==> config.mk <==
export PLATFORM = sky130hd
export DESIGN_NAME = mem_arbiter
export DESIGN_NICKNAME = d
export VERILOG_FILES = /design/src/rtl/mem_arb_pkg.sv /design/src/rtl/mem_arb_pick.sv /design/src/rtl/mem_arbiter.sv
export SDC_FILE = /design/constraint.sdc
export NUM_CORES = 1
export LEC_CHECK = 0
export BUFFER_PORTS_ARGS = -buffer_cell sky130_fd_sc_hd__buf_2
export CELL_PAD_IN_SITES_DETAIL_PLACEMENT = 1
export CELL_PAD_IN_SITES_GLOBAL_PLACEMENT = 2
export CORE_MARGIN = 2
export CORE_UTILIZATION = 18
export DETAILED_ROUTE_END_ITERATION = 10
export PLACE_DENSITY_LB_ADDON = 0.1
export SYNTH_ARGS = -nofsm -noshare
export SYNTH_HDL_FRONTEND = slang
export SYNTH_SLANG_ARGS = --single-unit
==> constraint.sdc <==
create_clock -name clk -period 1.4 [get_ports clk]
set_input_delay 0 -clock clk [delete_from_list [all_inputs] [get_ports clk]]
set_output_delay 0 -clock clk [all_outputs]
set_load 0.05 [all_outputs]
==> src/rtl/mem_arb_pkg.sv <==
// Shared types and constants for the two-requester memory arbiter.
// MEM_ARB_RR_EN (see mem_arb_pick) selects round-robin instead of fixed load priority.
package mem_arb_pkg;

    typedef enum logic [1:0] {
        IDLE   = 2'd0,
        IF_ACC = 2'd1,
        LD_ACC = 2'd2
    } state_e;

    localparam logic REQ_IF = 1'b0;
    localparam logic REQ_LD = 1'b1;

    // Wide enough for STARVE_MAX up to 15.
    localparam int unsigned STARVE_W = 4;

endpackage

==> src/rtl/mem_arb_pick.sv <==
// Combinational winner selection for mem_arbiter.
// Default: fixed load priority with fetch starvation limit; MEM_ARB_RR_EN: round-robin.
module mem_arb_pick
    import mem_arb_pkg::*;
#(
    parameter int unsigned STARVE_MAX = 4
) (
    input  logic                rst_i,
    input  logic                if_req_i,
    input  logic                ld_req_i,
    input  logic [STARVE_W-1:0] starve_cnt_i,
    input  logic                last_i,
    output logic                if_gnt_o,
    output logic                ld_gnt_o,
    output logic [STARVE_W-1:0] starve_cnt_o,
    output logic                last_o
);

    localparam logic [STARVE_W-1:0] STARVE_LIM = STARVE_W'(STARVE_MAX);

    always_comb begin
        if_gnt_o = 1'b0;
        ld_gnt_o = 1'b0;
        if (!rst_i) begin
            if (if_req_i && ld_req_i) begin
`ifdef MEM_ARB_RR_EN
                if (last_i == REQ_LD) begin
                    if_gnt_o = 1'b1;
                end else begin
                    ld_gnt_o = 1'b1;
                end
`else
                if (starve_cnt_i == STARVE_LIM) begin
                    if_gnt_o = 1'b1;
                end else begin
                    ld_gnt_o = 1'b1;
                end
`endif
            end else begin
                if_gnt_o = if_req_i;
                ld_gnt_o = ld_req_i;
            end
        end
    end

    always_comb begin
        starve_cnt_o = '0;
`ifndef MEM_ARB_RR_EN
        // Count only cycles where fetch is waiting; a grant or a dropped request restarts it.
        if (if_req_i && !if_gnt_o) begin
            if (starve_cnt_i == STARVE_LIM) begin
                starve_cnt_o = starve_cnt_i;
            end else begin
                starve_cnt_o = starve_cnt_i + 1'b1;
            end
        end
`endif
    end

    always_comb begin
        last_o = last_i;
        if (if_gnt_o) begin
            last_o = REQ_IF;
        end else if (ld_gnt_o) begin
            last_o = REQ_LD;
        end
    end

endmodule

==> src/rtl/mem_arbiter.sv <==
// Two-requester (fetch/load) arbiter for a single combinational-read memory port.
// Arbitration policy is chosen in mem_arb_pick via MEM_ARB_RR_EN.
module mem_arbiter
    import mem_arb_pkg::*;
#(
    parameter int unsigned ADDR_W     = 32,
    parameter int unsigned DATA_W     = 32,
    parameter int unsigned STARVE_MAX = 4
) (
    input  logic              clk,
    input  logic              rst,
    input  logic              if_req_i,
    input  logic [ADDR_W-1:0] if_addr_i,
    output logic              if_gnt_o,
    output logic              if_rvalid_o,
    output logic [DATA_W-1:0] if_rdata_o,
    input  logic              ld_req_i,
    input  logic [ADDR_W-1:0] ld_addr_i,
    output logic              ld_gnt_o,
    output logic              ld_rvalid_o,
    output logic [DATA_W-1:0] ld_rdata_o,
    output logic [ADDR_W-1:0] mem_addr_o,
    input  logic [DATA_W-1:0] mem_rdata_i
);

    state_e              state_q, state_d;
    logic [ADDR_W-1:0]   addr_q, addr_d;
    logic [STARVE_W-1:0] starve_q, starve_d;
    logic                last_q, last_d;

    mem_arb_pick #(
        .STARVE_MAX(STARVE_MAX)
    ) u_pick (
        .rst_i       (rst),
        .if_req_i    (if_req_i),
        .ld_req_i    (ld_req_i),
        .starve_cnt_i(starve_q),
        .last_i      (last_q),
        .if_gnt_o    (if_gnt_o),
        .ld_gnt_o    (ld_gnt_o),
        .starve_cnt_o(starve_d),
        .last_o      (last_d)
    );

    always_comb begin
        state_d = IDLE;
        addr_d  = addr_q;
        if (if_gnt_o) begin
            state_d = IF_ACC;
            addr_d  = if_addr_i;
        end else if (ld_gnt_o) begin
            state_d = LD_ACC;
            addr_d  = ld_addr_i;
        end
    end

    always_ff @(posedge clk) begin
        if (rst) begin
            state_q  <= IDLE;
            addr_q   <= '0;
            starve_q <= '0;
            last_q   <= REQ_IF;
        end else begin
            state_q  <= state_d;
            addr_q   <= addr_d;
            starve_q <= starve_d;
            last_q   <= last_d;
        end
    end

    // Gating with rst drops a response whose accept preceded the reset cycle.
    assign if_rvalid_o = (state_q == IF_ACC) && !rst;
    assign ld_rvalid_o = (state_q == LD_ACC) && !rst;
    assign if_rdata_o  = if_rvalid_o ? mem_rdata_i : '0;
    assign ld_rdata_o  = ld_rvalid_o ? mem_rdata_i : '0;
    assign mem_addr_o  = rst ? '0 : addr_q;

endmodule

==> flow_summary.toml <==
[outcome]
status = "finished with violations"
violations = "negative setup slack"

[route]
routed.top_layer = "met4"
wl_met2_um = 6790
dr.pass1.iters = 4
avgRoutedWirePerCell_um = 17.6
wl_met3_um = 709
num_vias = 3251
drt_iter0_markers = 63
viasPerCell = 4.40
drt_wl_total_um = 13000
drtAntennaViolNets = 0
routedLengthMet1_um = 5410
drc = 0

[flow_run]
drv_cap = 0

[floorplanning]
std_cell_rows = 44
chipWidth_um = 125
boundaryPins = 200
die-area_um2 = 15600
start_util_pct = 18.3
core_um2 = 14400
fp.dieH_um = 125

[grt]
grt_max_degree = 34
grt_pass1_wl_um = 17700
grt_pass1_vias = 3250
antenna_found_initial = 0
grtUsageTotal_pct = 14.1
grt.overflow.total = 0

[final_layout]
final_net_count = 657
drive_gt1_share_pct = 70.3
area_delta_synth_final_pct = 125
diodes = 0
fin_area_um2 = 5920

[synthesis]
async_flop_share_pct = 0
ys_types = 25
synth_cells = 318
yosys-top-cells-area = "dfxtp_1 29%, and2_1 15%, o211ai_2 13%"
synth_top_area_share_pct = 29.0
yosys_most_used_dff = "dfxtp_1"
synth_edf_count = 0
post-synth-top-area-cell = "dfxtp_1"
syn_nets = 420
ys_seq_elements = 38
synthesis.area_um2 = 2630
ys_top_cells_by_count = "64 x and2_1, 39 x inv_1, 38 x dfxtp_1"
syn_avg_cell_area_um2 = 8.25
yosysMostFrequentCell = "and2_1"
yosys_warnings = 0
seq_area_frac_synth_pct = 29.0

[critical_path]
path_class = "reg -> out"
crit_required_ns = 1.40
startpoint_type = "register"
cp.arrival_ns = 1.52
cp-end-kind = "primary output"
critPathMaxFanout = 2

[timing]
drv_slew = 0
setup_slack_ns = -0.120
slew_headroom_pct = 17.7
post-route-min-period_ns = 1.52
skew_ns = 0.00898
hold_viol = 0
fmax_mhz = 658
setup_viol = 77
worst_pin_slew_ns = 1.23
fin_crit_sh_pct = 109
rsz0062_at_grt = "yes"

[placement]
dp_hpwl_um = 7760
placed_area_um2 = 3920
io_buffers = 199
gp_congestion = 0.756
pre_cts_ws_ns = -0.00197

[pwr]
seqPwrFrac_pct = 30.5
sw_frac_of_total_pct = 33.1
clock_power_share_pct = 34.6
powerDensity_nw_per_um2 = 659
ir_drop_uv = 491
p_int_mw = 2.61
leakagePower_nw = 2.74
power_frac_comb_pct = 34.9
p_switching_mw = 1.29

[clock_network]
ctsRootBufferMaster = "clkbuf_16"
cts-buffers-inserted = 5
clock-sinks = 38
path_clk_slew_ns = 0.06
cts_tree = "done"
htreeDepth = 2
worstSkewPairLatency_ns = 0.28
clock_path_buffers = 2

[hold_path]
worstHoldPathType = "in -> reg"
==> metal layers <==
layer	up-vias	GRT usage, %
met1	1569	17.4
met4	0	2.18
met2	129	25.6
met5	-	0
li1	1547	-
met3	6	3.14
==> placed cells by master (no fill, tap or decap), types with 2 or more instances in the layout <==
cell type,count
dfxtp_2,4
buf_12,4
buf_2,131
buf_16,3
dlygate4sd3_1,20
inv_2,4
buf_8,67
o211ai_2,28
nand2_1,32
o2111ai_4,16
nor2_1,3
buf_4,15
clkbuf_16,12
dfxtp_1,34
inv_1,35
o2111ai_2,16
buf_6,12
and2_4,64
o211ai_1,4
nor2b_1,32
nor3b_4,2
==> stage by stage <==
step	cells	hold slack (ns)	util, %	power [mW]	setup TNS (ns)
2_1_floorplan	318	0.0996	-	1.89	-0.00338
3_3_place_gp	690	0.278	27.3	2.23	0
3_5_place_dp	690	0.285	27.3	2.24	-0.00197
4_1_cts	722	0.000255	32.7	3.73	-2.56
5_1_grt	739	0.00677	41.2	4.08	-8.77
6_report	739	0.000422	41.2	3.90	-2.70
==> flip-flops by register name, summed over array words and instances (netlist names) <==
name / count
state_q: 2
starve_q: 4
addr_q: 32
==> power groups by stage <==
| stage | Clock (mW) | Sequential (mW) | Combinational (mW) |
|---|---|---|---|
| floorplan | 0 | 1.21 | 0.682 |
| global placement | 0 | 1.21 | 1.02 |
| detailed placement | 0 | 1.21 | 1.03 |
| CTS | 1.40 | 1.19 | 1.14 |
| global route | 1.43 | 1.20 | 1.45 |
| finish | 1.35 | 1.19 | 1.36 |
==> worst max-delay path: stages, from the launching register on <==
cell and delay [ns]:
dfxtp_2 0.33, inv_2 0.04, ha_4 0.14, and3b_4 0.19, o21ai_4 0.17, buf_12 0.14, clkinvlp_4 0.07, buf_6 0.15
==> area by class of cell <==
type                       instances  area [um2]
fill                            1599        8450
timing repair buffer             259        2450
multi-input combinational        211        2150
sequential                        38         766
tap                              184         230
inverter                          40         154
clock buffer                       6         139
clock inverter                     1        30.0
==> cells by family after synthesis <==
family | after synthesis | share of synthesized area [%]
simple gates | 139 | 30.9
buf+inv | 69 | 11.7
compound gates | 68 | 26.8
flops | 38 | 29.0
xor+xnor | 2 | 0.667
fa+ha+maj | 2 | 0.953
==> what timing repair did <==
action	in CTS	in global routing
pin swaps	3	88
gates cloned	3	11
hold buffers	20	0
endpoints found under the hold margin	20	0
buffers inserted	3	6
endpoints found under the setup margin	69	101
resized for setup	96	244
==> worst paths after layout <==
| path | from | to | slack, ns | cells past startpoint |
|---|---|---|---|---|
| worst max-delay path | starve_q[0] | if_gnt_o | -0.12 | 7 |
| worst min register to register | starve_q[0] | starve_q[0] | 0.52 | 2 |
| worst min-delay path | ld_addr_i[7] | addr_q[7] | 0.0004 | 3 |
| worst max register to register | starve_q[1] | addr_q[8] | -0.06 | 7 |
No activity file was read; power rests on OpenSTA's default activity.
